[src/rtl/fetch_unit_if.sv]
// Instruction-memory request/response bus between the fetch unit and
// instruction memory.
//   imem_req   : fetch request (driven by the fetch unit)
//   imem_addr  : fetch address (driven by the fetch unit)
//   imem_ack   : response valid, meaningful only while imem_req=1 (memory)
//   imem_rdata : instruction word, qualified by imem_ack (memory)
// The master modport is the fetch side, the slave modport the memory side.
interface fetch_unit_if #(
  parameter int ADDR_W = 16,
  parameter int DATA_W = 16
);
  logic              imem_req;
  logic [ADDR_W-1:0] imem_addr;
  logic              imem_ack;
  logic [DATA_W-1:0] imem_rdata;

  modport master (
    output imem_req,
    output imem_addr,
    input  imem_ack,
    input  imem_rdata
  );

  modport slave (
    input  imem_req,
    input  imem_addr,
    output imem_ack,
    output imem_rdata
  );
endinterface

[src/rtl/fetch_unit.sv]
// Instruction-fetch stage. Owns the program counter, issues fetches over a
// req/ack handshake of arbitrary latency (>= 1 cycle), writes fetched
// instructions into the IF/ID register, parks one instruction in a hold
// buffer while decode stalls, and discards responses made stale by a branch
// redirect.
// Ports:
//   clk, rst     : clock, asynchronous active-high reset
//   pc_next      : next PC from the external PC adder (equals pc under halt,
//                  the branch target under pc_src)
//   pc_src       : branch redirect / pipeline flush
//   halt         : stop issuing new fetches
//   stall        : decode cannot accept, IF/ID must hold
//   pc           : current PC, to the PC adder
//   imem         : instruction-memory bus (master side)
//   if_id_valid, if_id_inst, if_id_pc : IF/ID pipeline register
module fetch_unit #(
  parameter int INST_ADDR_WIDTH = 16,
  parameter int INST_WIDTH      = 16,
  parameter logic [INST_ADDR_WIDTH-1:0] RESET_PC = '0
) (
  input  logic                       clk,
  input  logic                       rst,
  input  logic [INST_ADDR_WIDTH-1:0] pc_next,
  input  logic                       pc_src,
  input  logic                       halt,
  input  logic                       stall,
  output logic [INST_ADDR_WIDTH-1:0] pc,
  fetch_unit_if.master               imem,
  output logic                       if_id_valid,
  output logic [INST_WIDTH-1:0]      if_id_inst,
  output logic [INST_ADDR_WIDTH-1:0] if_id_pc
);

  typedef enum logic [1:0] {
    IDLE = 2'd0,
    REQ  = 2'd1,
    HOLD = 2'd2
  } state_t;

  state_t                     state;
  state_t                     state_next;
  state_t                     resume;
  logic                       req;
  logic                       pending;
  logic [INST_ADDR_WIDTH-1:0] redir_pc;
  logic [INST_WIDTH-1:0]      hold_inst;
  logic [INST_ADDR_WIDTH-1:0] hold_pc;

  logic                       ack;
  logic                       accept;
  logic                       load_fetch;
  logic                       load_held;
  logic                       capture;
  logic                       pc_load;
  logic [INST_ADDR_WIDTH-1:0] pc_load_val;

  assign imem.imem_req  = req;
  assign imem.imem_addr = pc;

  always_comb begin
    // An ack outside REQ (e.g. a late response after reset) is ignored.
    ack         = imem.imem_ack & (state == REQ);
    accept      = ack & ~pending & ~pc_src;
    resume      = halt ? IDLE : REQ;
    state_next  = state;
    pc_load     = 1'b0;
    pc_load_val = pc_next;

    case (state)
      IDLE: begin
        if (!halt)
          state_next = REQ;
        pc_load = pc_src;
      end
      REQ: begin
        if (ack) begin
          state_next = (accept && stall) ? HOLD : resume;
          pc_load    = 1'b1;
          // A redirect recorded earlier takes effect now; a redirect in the
          // very same cycle is newer and wins.
          if (pending && !pc_src)
            pc_load_val = redir_pc;
        end
      end
      HOLD: begin
        if (pc_src || !stall) begin
          state_next = resume;
          pc_load    = pc_src;
        end
      end
      default: state_next = IDLE;
    endcase

    load_fetch = accept & ~stall;
    load_held  = (state == HOLD) & ~pc_src & ~stall;
    capture    = accept & stall;
  end

  always_ff @(posedge clk or posedge rst) begin
    if (rst) begin
      state       <= IDLE;
      req         <= 1'b0;
      pc          <= RESET_PC;
      pending     <= 1'b0;
      redir_pc    <= '0;
      hold_inst   <= '0;
      hold_pc     <= '0;
      if_id_valid <= 1'b0;
      if_id_inst  <= '0;
      if_id_pc    <= '0;
    end else begin
      state <= state_next;
      req   <= (state_next == REQ);

      if (pc_load)
        pc <= pc_load_val;

      // A redirect while the response is outstanding cannot cancel it; the
      // target is remembered and the response is dropped when it arrives.
      if (state == REQ) begin
        if (ack) begin
          pending <= 1'b0;
        end else if (pc_src) begin
          pending  <= 1'b1;
          redir_pc <= pc_next;
        end
      end

      if (capture) begin
        hold_inst <= imem.imem_rdata;
        hold_pc   <= pc;
      end

      // Flush beats stall beats load; otherwise an empty cycle is a bubble.
      if (pc_src) begin
        if_id_valid <= 1'b0;
      end else if (!stall) begin
        if (load_fetch) begin
          if_id_valid <= 1'b1;
          if_id_inst  <= imem.imem_rdata;
          if_id_pc    <= pc;
        end else if (load_held) begin
          if_id_valid <= 1'b1;
          if_id_inst  <= hold_inst;
          if_id_pc    <= hold_pc;
        end else begin
          if_id_valid <= 1'b0;
        end
      end
    end
  end

endmodule

[src/flat_wrapper.sv]
// flat-port wrapper written by rule: the top's interface ports become plain ports
module fetch_unit_flat 
#(
  parameter int INST_ADDR_WIDTH = 16,
  parameter int INST_WIDTH      = 16,
  parameter logic [INST_ADDR_WIDTH-1:0] RESET_PC = '0
)
  (clk, rst, pc_next, pc_src, halt, stall, pc, if_id_valid, if_id_inst, if_id_pc, imem_imem_req, imem_imem_addr, imem_imem_ack, imem_imem_rdata);
  fetch_unit_if imem_i ();
  input  logic clk;
  input  logic rst;
  input  logic [INST_ADDR_WIDTH-1:0] pc_next;
  input  logic pc_src;
  input  logic halt;
  input  logic stall;
  output logic [INST_ADDR_WIDTH-1:0] pc;
  output logic if_id_valid;
  output logic [INST_WIDTH-1:0] if_id_inst;
  output logic [INST_ADDR_WIDTH-1:0] if_id_pc;
  output wire logic [$bits(imem_i.imem_req)-1:0] imem_imem_req;
  output wire logic [$bits(imem_i.imem_addr)-1:0] imem_imem_addr;
  input wire logic [$bits(imem_i.imem_ack)-1:0] imem_imem_ack;
  input wire logic [$bits(imem_i.imem_rdata)-1:0] imem_imem_rdata;
  assign imem_imem_req = imem_i.imem_req;
  assign imem_imem_addr = imem_i.imem_addr;
  assign imem_i.imem_ack = imem_imem_ack;
  assign imem_i.imem_rdata = imem_imem_rdata;
  fetch_unit #(.INST_ADDR_WIDTH(INST_ADDR_WIDTH), .INST_WIDTH(INST_WIDTH), .RESET_PC(RESET_PC)) u_core (.clk(clk), .rst(rst), .pc_next(pc_next), .pc_src(pc_src), .halt(halt), .stall(stall), .pc(pc), .imem(imem_i), .if_id_valid(if_id_valid), .if_id_inst(if_id_inst), .if_id_pc(if_id_pc));
endmodule
[config.mk]
export PLATFORM = sky130hd
export DESIGN_NAME = fetch_unit_flat
export DESIGN_NICKNAME = d
export VERILOG_FILES = /design/src/rtl/fetch_unit_if.sv /design/src/rtl/fetch_unit.sv /design/src/flat_wrapper.sv
export SDC_FILE = /design/constraint.sdc
export NUM_CORES = 1
export LEC_CHECK = 0
export BUFFER_PORTS_ARGS = -buffer_cell sky130_fd_sc_hd__buf_4
export CAP_MARGIN = 10
export CORE_ASPECT_RATIO = 0.6
export CORE_UTILIZATION = 31
export CTS_CLUSTER_DIAMETER = 100
export DETAILED_ROUTE_END_ITERATION = 10
export SYNTH_ARGS = -nofsm -noshare
export SYNTH_HDL_FRONTEND = slang
export SYNTH_SLANG_ARGS = --single-unit
[constraint.sdc]
create_clock -name clk -period 4 [get_ports clk]
set_input_delay 1 -clock clk [delete_from_list [all_inputs] [get_ports clk]]
set_output_delay 1 -clock clk [all_outputs]
set_load 0.02 [all_outputs]
# [Word level (Yosys, flattened, before mapping)]
# Index checks and enable logic that the tools add are counted.
[word_totals] ram_bits=0 mem_count=0 out_inout_bits=66 register_bits=101 latchBits=0 word_cells=58 rom_bits=0
[classes] div_mod_pow=0 reduce_logical=11 mux=22 add_sub_neg=0 n_eq_ne=4 shifts=0 bitwise=11 n_lt_le_gt_ge=0 n_mul=0
[ops] operator="16-bit two-way mux" n=7
[ops] operator="1-bit two-way mux" n=9
[ops] operator="2-bit two-way mux" n=4
[ops] operator="1-bit bitwise AND" n=7
[ops] operator="2-bit case mux with 3 select lines" n=1
[ops] operator="3-bit AND reduction" n=2
[ops] operator="2-bit by 1-bit equality test with 1-bit output, second input constant" n=2
[ops] operator="1-bit inverter" n=4
[ops] operator="2-bit nonzero test" n=2
[ops] operator="1-bit case mux with 3 select lines" n=1
[ops] operator="2-bit equality test, second input constant" n=1
[ops] operator="1-bit logical AND" n=2
[ops] operator="1-bit logical NOT" n=2
[ops] operator="2-bit logical NOT" n=1
[ops] operator="2-bit != test, second input constant" n=1
[ops] operator="2-bit AND reduction" n=1
[ops] operator="1-bit logical OR" n=1

# [Longest topological paths before layout]
[logic_depth] ltp_word=9 depth_mapped=7

# [Worst setup path after synthesis]
# No wires, ideal clock.
[synth_path] path_kind="input-to-reg" startpoint="input pc_src" endpoint="register u_core.redir_pc[0]" setup_time_ps=125 cell_stages=4 setup_slack_ps=1947 t_arrival_ps=1928 required_time_ps=3875 n_path_buf=2 cell_sequence="nor4bb_1 -> buf_2 -> buf_4 -> mux2_2"
[synth_via] elab_chain_len=1
[synth_lines] item="start: declaration" line="flat_wrapper.sv:13" rtl="input logic pc_src;"
[synth_lines] item="3-bit AND reduction (no line)"
[synth_lines] item="end signal: assignment" line="fetch_unit.sv:125" rtl="redir_pc <= pc_next;"
[synth_lines] item="end: declaration" line="fetch_unit.sv:45" rtl="logic [INST_ADDR_WIDTH-1:0] redir_pc;"
# Every way passes these cells.
# A chain may end at the register's enable or synchronous reset.

# [Worst setup path in the final report]
[layout_path] startpoint="input pc_src" endpoint="register u_core.if_id_pc[14]"
[layout_via] elab_chain_len=5 word_cells_on_any_way=8
[layout_lines] item="1-bit inverter (no line) (*)"
[layout_lines] item="1-bit bitwise AND, on equally long branches" line="fetch_unit.sv:95, fetch_unit.sv:63"
[layout_lines] item="1-bit bitwise AND, on equally long branches" line="fetch_unit.sv:95, fetch_unit.sv:94"
[layout_lines] item="2-bit nonzero test (no line)"
[layout_lines] item="3-bit AND reduction (no line)"
[layout_lines] item="end signal: assignment" line="fetch_unit.sv:141" rtl="if_id_pc <= pc;"
[layout_lines] item="end signal: assignment" line="fetch_unit.sv:145" rtl="if_id_pc <= hold_pc;"
[layout_lines] item="end: declaration" line="fetch_unit.sv:31" rtl="output logic [INST_ADDR_WIDTH-1:0] if_id_pc"
# Every way passes the cells marked *; elsewhere a longest branch is shown, timed or not.

==> results.tsv <==
stage	metric	value	unit
power	PwrDens	676	nW/um2
synth	Unique masters post-synth	34	
run_status	run status	complete, no violations	
place	dpl hpwl	7820	um
power	power share of the combinational group	0.324	
synth	synthesized flop and latch total	101	
worst_setup_path	CP Max Fanout	33	
synth	Mapped Nets	392	
clocking	CTS tree	done	
timing	Tcrit/Tclk final	0.627	
die	Initial Util	0.324	
timing	RSZ-0062 raised after global routing	false	
synth	Yosys top cell by area	dfrtp_1	
die	Die Span X	158	um
synth	EDFF count, synth	0	
clocking	Root Buffer	clkbuf_16	
worst_setup_path	Data arrival, critical path	2.73	ns
clocking	H-tree depth	3	
die	# IOs	104	
timing	worst relative slew slack	0.306	
cells_and_area	antenna cell count	0	
cells_and_area	synthesis-to-finish area growth	22.8	%
power	switching share of power	0.341	
power	P_sw	1.27	mW
timing	final hold vios	0	
die	chip height	95.3	um
power	Internal	2.46	mW
die	Die Area	15000	um2
timing	Final Critical Period	2.51	ns
timing	f_max	399	MHz
timing	clock skew	0.00807	ns
timing	fin. max-slew vios	0	
clocking	cts hold-fix bufs	0	
worst_setup_path	R2R Setup Slk	1.60	ns
timing	worst slew pin tran	1.04	ns
cells_and_area	Layout Nets	462	
worst_setup_path	Crit. Startpoint	pc_src	
global_route	initial antenna violation count	0	
drt	vias	3269	
worst_setup_path	CP Class	input port to register	
global_route	first-pass GRT wire length	17900	um
clocking	total CTS buffers	9	
cells_and_area	layout cells sized above 1	0.407	
synth	top cell type's share of synthesized area	0.561	
worst_setup_path	Startpoint Class	input port	
hold_path	HP Class	register to register	
synth	Avg Inst Size Synth	12.7	um2
timing	Fin Hold WS	0.497	ns
drt	drt wl/cell	18.8	um
clocking	post_cts resized	0	
worst_setup_path	Worst setup endpoint	u_core.if_id_pc[14]	
place	cell total after placement	605	
drt	DRT Pass-1 Iters	4	
power	VDD IR max	0.000198	V
drt	Starting DRT DRC Count	178	
power	Seq pwr share	0.458	
place	port bufs	103	
hold_path	WHS Path Cells	1	
synth	dominant cell by count in the synthesized netlist	dfrtp_1	
synth	most frequent cells after synthesis	dfrtp_1, mux2_2, a221o_1, and3_1, buf_4	
worst_setup_path	FF-to-FF path depth	3	
drt	final wirelength	11600	um
drt	DR DRC count	0	
synth	post-synthesis cell count	354	
power	Pleak	2.53	nW
synth	main flop type after synthesis	dfrtp_1	
clocking	Post-CTS Setup Bufs	0	
clocking	clk slew on worst S/H paths	0.07	ns
synth	Async SR Flop Fraction	1.00	
synth	Syn. warnings	0	
timing	Final setup viols	0	
run	Max-Cap Viols	0	
worst_setup_path	Setup crit end kind	register	
power	Clock power frac	0.219	
drt	Routed Antenna Nets	0	
clocking	worst-case clock buffer depth	2	
global_route	Remaining Overflow, GRT	0	
worst_setup_path	Worst Path Required	4.23	ns
clocking	Worst-Skew Late Latency	0.34	ns
place	gpl congestion	0.763	
synth	mapped cell area	4500	um2
synth	sequential-to-total area share from yosys stat	0.561	
drt	vias per inst	5.28	
cells_and_area	final non-filler cell total	619	
die	total core area	13900	um2
global_route	gr usage total	0.161	
worst_setup_path	R2R Path Start	u_core.pending	
clocking	TritonCTS Sinks	101	
worst_setup_path	Critical R2R Capture	u_core.if_id_pc[14]	
global_route	vias in the first global route	3184	
synth	top post-synthesis cells by area	dfrtp_1, mux2_2, a221o_1	
global_route	pin count of the biggest net entering global routing	47	
timing	Final TNS setup	0	ns
die	# rows	33	
-- worst min-delay path by stage --
stage | from | endpoint | slack, ns
finish | u_core.hold_pc[3] | u_core.if_id_pc[3] | 0.50
global placement | u_core.hold_inst[15] | u_core.hold_inst[15] | 0.48
detailed placement | u_core.hold_pc[13] | u_core.if_id_pc[13] | 0.49
CTS | u_core.hold_pc[13] | u_core.if_id_pc[13] | 0.50
global route | u_core.hold_pc[6] | u_core.if_id_pc[6] | 0.51
floorplan | u_core.hold_inst[15] | u_core.hold_inst[15] | 0.47
-- layer usage --
layer,vias to the layer above,share of wire,global-route usage
met3,12,0.071,0.0450
met2,137,0.43,0.230
li1,1471,-,-
met1,1649,0.49,0.238
met5,-,0,0
met4,0,0.010,0.0380
-- cell families after synthesis --
family / after synthesis / share of synthesized area
AO/OA/AOI/OAI: 72 / 0.126
buffers and inverters: 52 / 0.0731
AND/OR/NAND/NOR: 80 / 0.117
multiplexers: 49 / 0.122
flip-flops: 101 / 0.561
-- flip-flops by register name (all words and copies together), names as in the netlist --
| signal | count |
|---|---|
| u_core.state | 2 |
| u_core.if_id_valid | 1 |
| u_core.if_id_inst | 16 |
| u_core.if_id_pc | 16 |
| u_core.imem.imem_req | 1 |
| u_core.hold_pc | 16 |
| u_core.imem.imem_addr | 16 |
| u_core.pending | 1 |
| u_core.redir_pc | 16 |
| u_core.hold_inst | 16 |
-- stage by stage --
stage | setup slack [ns] | total power, mW | cell area (um2) | utilization
finish | 1.49 | 3.74 | 5530 | 0.397
global route | 1.39 | 3.94 | 5530 | 0.397
CTS | 1.50 | 3.78 | 5530 | 0.397
detailed placement | 1.13 | 2.95 | 5260 | 0.378
global placement | 1.16 | 2.91 | 5260 | 0.378
floorplan | 0.353 | 2.43 | 4500 | -
-- worst max-delay path, stage by stage --
cell,delay [ns]
buf_4,0.19
nor2_2,0.45
buf_4,0.35
o21ai_4,0.30
a221o_1,0.44
-- cells in the final DEF, fill, tap and decap left out, types with 2 or more instances in the layout --
cell type,synthesis,layout
a31oi_1,16,16
nor3_1,15,15
o21ai_0,16,16
a21oi_1,2,2
inv_1,3,2
clkinvlp_4,0,2
o21a_1,3,3
and3_1,32,32
nand4b_1,15,15
mux2_2,45,45
dfrtp_1,101,101
a221o_1,32,32
nand2_1,5,5
clkbuf_16,0,9
mux2_1,3,3
buf_4,17,108
-- area by class of cell --
| cell class | instances | area [um2] |
|---|---|---|
| multi-input cells | 201 | 1660 |
| clock buffers | 10 | 239 |
| flip-flops and latches | 101 | 2530 |
| inverters | 3 | 13.8 |
| repair buffers | 108 | 811 |
| well taps | 192 | 240 |
| fillers | 1336 | 8390 |
| clock inverters | 4 | 35.0 |
-- power groups by stage --
stage / clock (mW) / sequential [mW] / combinational [mW]
after floorplan: 0 / 1.84 / 0.590
after global placement: 0 / 1.71 / 1.20
after detailed placement: 0 / 1.73 / 1.23
after CTS: 0.841 / 1.71 / 1.23
after global routing: 0.875 / 1.76 / 1.30
final: 0.817 / 1.71 / 1.21
Power figures use the tool's default switching activity.
